$ cat src/rtl/histogram_readout.sv
// rtl/histogram_readout.sv - drains the finished 256-bin histogram from scratch memory to output memory
//
// Purpose:
//   After the histogram build, reads NUM_WORDS scratch words (4 x 32-bit bins each) and writes
//   them to output memory at OUT_BASE+i. Words whose bit in the latched valid bitmap is clear
//   were never written during build, so their undefined contents are replaced by zero. The sum
//   of every bin written is accumulated into pixel_total.
//
// Ports:
//   clock                 in   1          system clock, rising edge
//   reset                 in   1          asynchronous active-low reset
//   start                 in   1          1-cycle drain request, sampled only in IDLE
//   word_valid_bitmap     in   NUM_WORDS  bit i set: scratch word i holds real data
//   scratch_read_address  out  16         scratch read address
//   scratch_rdata0        in   128        scratch read data, one cycle after the address
//   output_write_enable   out  1          output memory write strobe
//   output_write_address  out  16         output memory write address
//   output_wdata          out  128        output memory write data
//   pixel_total           out  32         running sum of all bins drained so far (mod 2^32)
//   busy                  out  1          drain in progress
//   done                  out  1          1-cycle pulse after the last write
module histogram_readout #(
  parameter int          NUM_WORDS = 64,
  parameter logic [15:0] OUT_BASE  = 16'h0000
) (
  input  logic                 clock,
  input  logic                 reset,
  input  logic                 start,
  input  logic [NUM_WORDS-1:0] word_valid_bitmap,
  output logic [15:0]          scratch_read_address,
  input  logic [127:0]         scratch_rdata0,
  output logic                 output_write_enable,
  output logic [15:0]          output_write_address,
  output logic [127:0]         output_wdata,
  output logic [31:0]          pixel_total,
  output logic                 busy,
  output logic                 done
);

  localparam int             IW   = (NUM_WORDS > 1) ? $clog2(NUM_WORDS) : 1;
  localparam logic [IW-1:0]  LAST = IW'(NUM_WORDS - 1);

  typedef enum logic [1:0] {
    IDLE,
    RUN,
    DRAIN,
    DONE_S
  } state_t;

  state_t               state;
  logic [NUM_WORDS-1:0] bitmap_q;
  logic [IW-1:0]        issue_idx;

  // Two-stage tracking of each issued read: rd_* is the cycle the address is on the bus,
  // dat_* is the cycle the scratch data for that address is present on scratch_rdata0.
  logic                 rd_vld;
  logic [IW-1:0]        rd_idx;
  logic                 dat_vld;
  logic [IW-1:0]        dat_idx;

  logic [127:0]         wr_data;
  logic [31:0]          lane_sum;

  always_comb begin
    wr_data  = '0;
    if (bitmap_q[dat_idx]) begin
      wr_data = scratch_rdata0;
    end
    lane_sum = wr_data[127:96] + wr_data[95:64] + wr_data[63:32] + wr_data[31:0];
  end

  always_ff @(posedge clock or negedge reset) begin
    if (!reset) begin
      state                <= IDLE;
      bitmap_q             <= '0;
      issue_idx            <= '0;
      rd_vld               <= 1'b0;
      rd_idx               <= '0;
      dat_vld              <= 1'b0;
      dat_idx              <= '0;
      scratch_read_address <= '0;
      output_write_enable  <= 1'b0;
      output_write_address <= '0;
      output_wdata         <= '0;
      pixel_total          <= '0;
      busy                 <= 1'b0;
      done                 <= 1'b0;
    end else begin
      rd_vld              <= 1'b0;
      dat_vld             <= rd_vld;
      dat_idx             <= rd_idx;
      output_write_enable <= 1'b0;
      done                <= 1'b0;

      // Write stage runs independently of the FSM so the pipeline drains through DRAIN.
      if (dat_vld) begin
        output_write_enable  <= 1'b1;
        output_write_address <= OUT_BASE + 16'(dat_idx);
        output_wdata         <= wr_data;
        pixel_total          <= pixel_total + lane_sum;
      end

      case (state)
        IDLE: begin
          if (start) begin
            state       <= RUN;
            bitmap_q    <= word_valid_bitmap;
            pixel_total <= '0;
            issue_idx   <= '0;
          end
        end
        RUN: begin
          busy                 <= 1'b1;
          scratch_read_address <= 16'(issue_idx);
          rd_vld               <= 1'b1;
          rd_idx               <= issue_idx;
          issue_idx            <= issue_idx + 1'b1;
          if (issue_idx == LAST) begin
            state <= DRAIN;
          end
        end
        DRAIN: begin
          busy <= 1'b1;
          if (dat_vld && (dat_idx == LAST)) begin
            state <= DONE_S;
          end
        end
        DONE_S: begin
          busy  <= 1'b0;
          done  <= 1'b1;
          state <= IDLE;
        end
        default: begin
          state <= IDLE;
        end
      endcase
    end
  end

endmodule

$ cat config.mk
export PLATFORM = sky130hd
export DESIGN_NAME = histogram_readout
export DESIGN_NICKNAME = d
export VERILOG_FILES = /design/src/rtl/histogram_readout.sv
export SDC_FILE = /design/constraint.sdc
export NUM_CORES = 1
export LEC_CHECK = 0
export CORE_MARGIN = 10
export CORE_UTILIZATION = 45
export DETAILED_ROUTE_END_ITERATION = 10
export PLACE_DENSITY = 0.74
export SLEW_MARGIN = 20
export SYNTH_ARGS = -nofsm -noshare
export SYNTH_HDL_FRONTEND = slang
export SYNTH_SLANG_ARGS = --single-unit
$ cat constraint.sdc
create_clock -name clock -period 12.6 [get_ports clock]
set_input_delay 1.89 -clock clock [delete_from_list [all_inputs] [get_ports clock]]
set_output_delay 1.89 -clock clock [all_outputs]
set_load 0.02 [all_outputs]
* Word level (Yosys, flattened, before mapping) *
Index checks and enable logic that the tools add are counted.

cells by class
  $add $sub $neg = 5
  magnitude comparators = 1
  equal/unequal tests = 8
  mux-type cells = 16
  reduce and logical (&&, ||, !) cells = 8

operator list
  kind                                                 number
  adder 32 bit                                         4
  two-way mux 128 bit                                  1
  two-way mux 32 bit                                   3
  == test 6 bit (second input constant)                2
  case mux 6 bit (2 select lines)                      1
  case mux 2 bit (4 select lines)                      1
  < comparator 6 x 7 -> 1 bit (second input constant)  1
  adder 6 x 1 -> 6 bit (second input constant)         1
  binary-select mux 1 bit (select 6 bit)               1
  two-way mux 2 bit                                    3
  two-way mux 6 bit                                    1
  != test 2 bit (second input constant)                3
  == test 2 bit (second input constant)                2
  two-way mux 1 bit                                    4
  AND reduction 2 bit                                  2
  nonzero test 2 bit                                   2
  AND reduction 3 bit                                  1
  == test 2 x 1 -> 1 bit (second input constant)       1
  logical NOT 2 bit                                    1
  case mux 1 bit (2 select lines)                      1
  OR reduction 2 bit                                   1
  logical AND 1 bit                                    1

word-level totals
  bits in registers = 255
  bits of input ports = 195
  output and inout port bits = 195
  word-level logic and storage cells = 51

* Depth between registers and ports, before layout *
  word-level depth = 10
  mapped depth = 27
  gate-level depth less buffers = 23

* Least setup slack after synthesis *
No wires, ideal clock.

  path type = register -> register
  from = reg dat_idx[0]
  to = reg pixel_total[28]
  library setup time = 0.120 ns
  data arrival time = 6.026 ns
  data required time = 12.480 ns
  path slack = 6.454 ns
  stages on the path, launching flop included = 26
  path buffers = 3
  period minus slack after synthesis = 6.146 ns
  cell sequence = dfrtp_1 -> buf_2 -> or3b_2 -> o221ai_1 -> a21oi_1 -> a22o_1 -> mux2i_2 -> buf_2 -> buf_2 -> nand2_1 -> fa_1 -> inv_1 -> fa_1 -> inv_1 -> fa_1 -> inv_1 -> ha_1 -> a211o_1 -> a2111oi_4 -> o32ai_2 -> a311oi_4 -> o211ai_2 -> a21o_1 -> a21oi_1 -> mux2i_1 -> nor2_1

between the ends
  longest elaborated chain between the ends = 10

ends and longest elaborated chain
  item                                       RTL line  source
  start: declaration                         59        logic [IW-1:0] dat_idx;
  start signal: assignment                   91        dat_idx <= rd_idx;
  binary-select mux 1 bit (select 6 bit) *   66        if (bitmap_q[dat_idx]) begin
  two-way mux 1 bit (not written as such) *  66
  two-way mux 128 bit *                      66
  adder 32 bit (2 in a row)                  69        lane_sum = wr_data[127:96] + wr_data[95:64] + wr_data[63:32] + wr_data[31:0];
  adder 32 bit *                             69
  adder 32 bit *                             100       pixel_total <= pixel_total + lane_sum;
  two-way mux 32 bit *                       96        if (dat_vld) begin
  two-way mux 32 bit                         105       if (start) begin
  two-way mux 32 bit *                       103       case (state)
  end signal: assignment                     100
  end: declaration                           35        output logic [31:0] pixel_total,

Mark *: on every way between the ends. The rest lies on a longest branch, timed or not. The select of a mux whose other input is x is not followed.
A chain may end at the register's enable or synchronous reset.

* Final worst setup path *
  from = reg dat_idx[0]
  to = reg pixel_total[30]

Same word-level chain as after synthesis.

==> impl_metrics.toml <==
[status]
status = "complete, no violations"

[worst_setup_path]
arrival_ns = 7.59
required_ns = 13.00
critPathTopFamily = "compound AO/OA/AOI/OAI gates"
critPathMaxStageDelay_ns = 0.66
critPathSlowestCell = "dfrtp_1"
cp_max_fo = 214
crit_type = "flip-flop to flip-flop"
worstSetupEndpointType = "flip-flop"
path_cells = "or3b_2, o221ai_1, a21oi_1, a22o_1, mux2i_4, buf_12, nand2_1, fa_1, inv_1, fa_1, inv_1, fa_1, inv_1, ha_1, a211o_1, a2111oi_4, o32ai_2, a311oi_4, o211ai_2, a311oi_2, xnor2_1, mux2i_1, nor2_1"
cp-start-kind = "flip-flop"
crit_buf_inv = 4

[power]
leakage_nw = 10.0
peakVddDrop_uv = 102
p_per_area_mw_per_mm2 = 88.4

[timing]
max_freq_mhz = 139
hold_violations = 0
final_max_slew_viol_count = 0
rsz0062_at_grt = "false"
finalCritPeriodShare_pct = 57.1
fin_crit_ns = 7.19
setup_viol = 0
worst_pin_slew_ns = 1.18
tns_ns = 0
finalClockSkew_ns = 0.0137
worst_slack_ns = 5.41
slew_headroom_pct = 21.5

[detailed_routing]
drtIter0Drc = 869
num_vias = 12200
wl_um = 45400
drc = 0
viasPerCell = 4.99
wl_per_cell_um = 18.6
dr.pass1.iters = 5
ant_nets = 0

[finish]
syn_to_final_growth_pct = 31.9
drive_gt1_share_pct = 6.29
fill_cells = 2828
final_common_cell = "clkdlybuf4s50_1"
multiInputGateArea_mm2 = 0.00747
most-common-layout-cells = "clkdlybuf4s50_1, inv_1, nand2_1, dfrtp_1, o21ai_0"
nets = 2292
seq_area_mm2 = 0.00638

[clock_tree]
clock_tree.root_cell = "clkbuf_16"
clock_latency_ns = 0.55
numCtsBuffers = 29
cts_num_sinks = 255
cts_resized = 0
postCtsHoldBufs = 0
cts_tree = "yes"
cts.clk_slew.worst_paths_ns = 0.06
cts_max_path_buffers = 3
htree_levels = 1
cts_setup_buffers = 0

[min_path]
hp-class = "flip-flop to flip-flop"

[global_route]
grt_max_degree = 257
grt_usage_pct = 21.4
grt_pass1_wl_um = 71600
overflow = 0
antenna_found_initial = 2
grt_pass1_vias = 12500

[die]
num_rows = 67
start_util_pct = 45.7
core_area_mm2 = 0.0336
die_height_um = 205
dieArea_mm2 = 0.0420
ios = 390
die_x_um = 205

[place]
pre_cts_ws_ns = 5.40
place.gp.congestion = 0.885
place_hpwl_um = 34400
port-buffer-count = 369

[synth]
yosysWarnings = 0
syn_area_per_cell_um2 = 9.36
synth_edf_count = 0
seq_area_frac_synth_pct = 41.5
syn-instance-count = 1643
ys_types = 55
syn_area_mm2 = 0.0154
async_flop_share_pct = 100
synth-seq-cells = 255
ys.flop_type = "dfrtp_1"

[job]
drv_cap = 0
==> power by group <==
| part | leakage [nW] | switching, mW | internal, mW |
|---|---|---|---|
| Clock | 0.481 | 0.346 | 0.532 |
| Combinational | 6.50 | 0.0404 | 0.0553 |
| Sequential | 3.01 | 0 | 0.819 |
| Total | 10.0 | 0.386 | 1.41 |
==> cell usage after synthesis, types with 5 or more instances <==
cell	number	area share, %
xor2_1	8	0.46
xnor2_1	24	1.4
o21a_1	5	0.24
nor2b_1	8	0.33
buf_2	11	0.36
nand2_1	293	7.2
a211oi_1	7	0.34
and2_1	40	1.6
a21oi_1	35	1.1
nand2b_1	10	0.41
or3_1	6	0.24
mux4_2	12	1.8
nand3_1	97	3.2
mux2_2	51	3.7
mux2i_1	30	2.0
buf_4	32	1.6
dfrtp_1	255	41
inv_1	296	7.2
buf_1	10	0.24
nor2_1	42	1.0
o21ai_0	119	3.9
ha_1	38	3.1
fa_1	92	12
clkbuf_1	46	1.1
a21o_1	20	0.98
and3_1	7	0.28
==> final cells by class <==
type	instances	share of cell area (%)
inverters	296	5.48
multi-input cells	1012	36.8
diodes	1	0.0123
well taps	448	2.76
repair buffers	373	18.6
clock buffers	40	4.03
flip-flops and latches	255	31.5
clock inverters	12	0.833
==> through the flow <==
stage	cell area (um2)	util, %	hold WS (ns)	std cells	total power, mW
after detailed placement	19300	57.4	0.347	2384	0.930
after CTS	20300	60.3	0.360	2436	1.81
final	20300	60.3	0.354	2437	1.79
after global routing	20300	60.3	0.362	2437	1.85
after floorplan	15400	-	0.331	1662	0.847
after global placement	19300	57.4	0.336	2384	0.930
==> logic make-up after synthesis <==
logic type | after synthesis | share of synthesized area, %
adders and majority gates | 130 | 15.1
buffers and inverters | 395 | 10.5
other | 1 | 0.0244
muxes | 94 | 7.53
AOI/OAI and AO/OA | 224 | 8.94
xor gates and xnor gates | 32 | 1.82
DFF | 255 | 41.5
and+or+nand+nor | 512 | 14.6
==> path summary, 6_finish.rpt <==
kind / from / end / slack [ns] / cells past startpoint
max in group asynchronous: reset / dat_vld$_DFF_PN0_ / 9.82 / 2
worst max register to register: dat_idx[0]$_DFF_PN0_ / pixel_total[30]$_DFF_PN0_ / 5.41 / 23
min in group asynchronous: reset / output_wdata[105]$_DFFE_PN0P_ / 1.38 / 1
worst min register to register: rd_vld$_DFF_PN0_ / dat_vld$_DFF_PN0_ / 0.35 / 0
worst min-delay path: rd_vld$_DFF_PN0_ / dat_vld$_DFF_PN0_ / 0.35 / 0
worst max-delay path: dat_idx[0]$_DFF_PN0_ / pixel_total[30]$_DFF_PN0_ / 5.41 / 23
==> sequential cells by signal, indices dropped and copies added (netlist names), 2 cells and up <==
signal / count
bitmap_q: 64
dat_idx: 6
issue_idx: 6
output_wdata: 128
output_write_address: 6
pixel_total: 32
scratch_read_address: 6
state: 2
==> layer usage <==
metal	vias up	track usage, %	routed length, um
li1	5806	-	-
met1	5859	28.4	19300
met2	430	34.2	21000
met3	54	6.10	4340
met4	2	4.57	845
met5	-	0	13
Note: power is estimated with default switching activity, not from simulation.
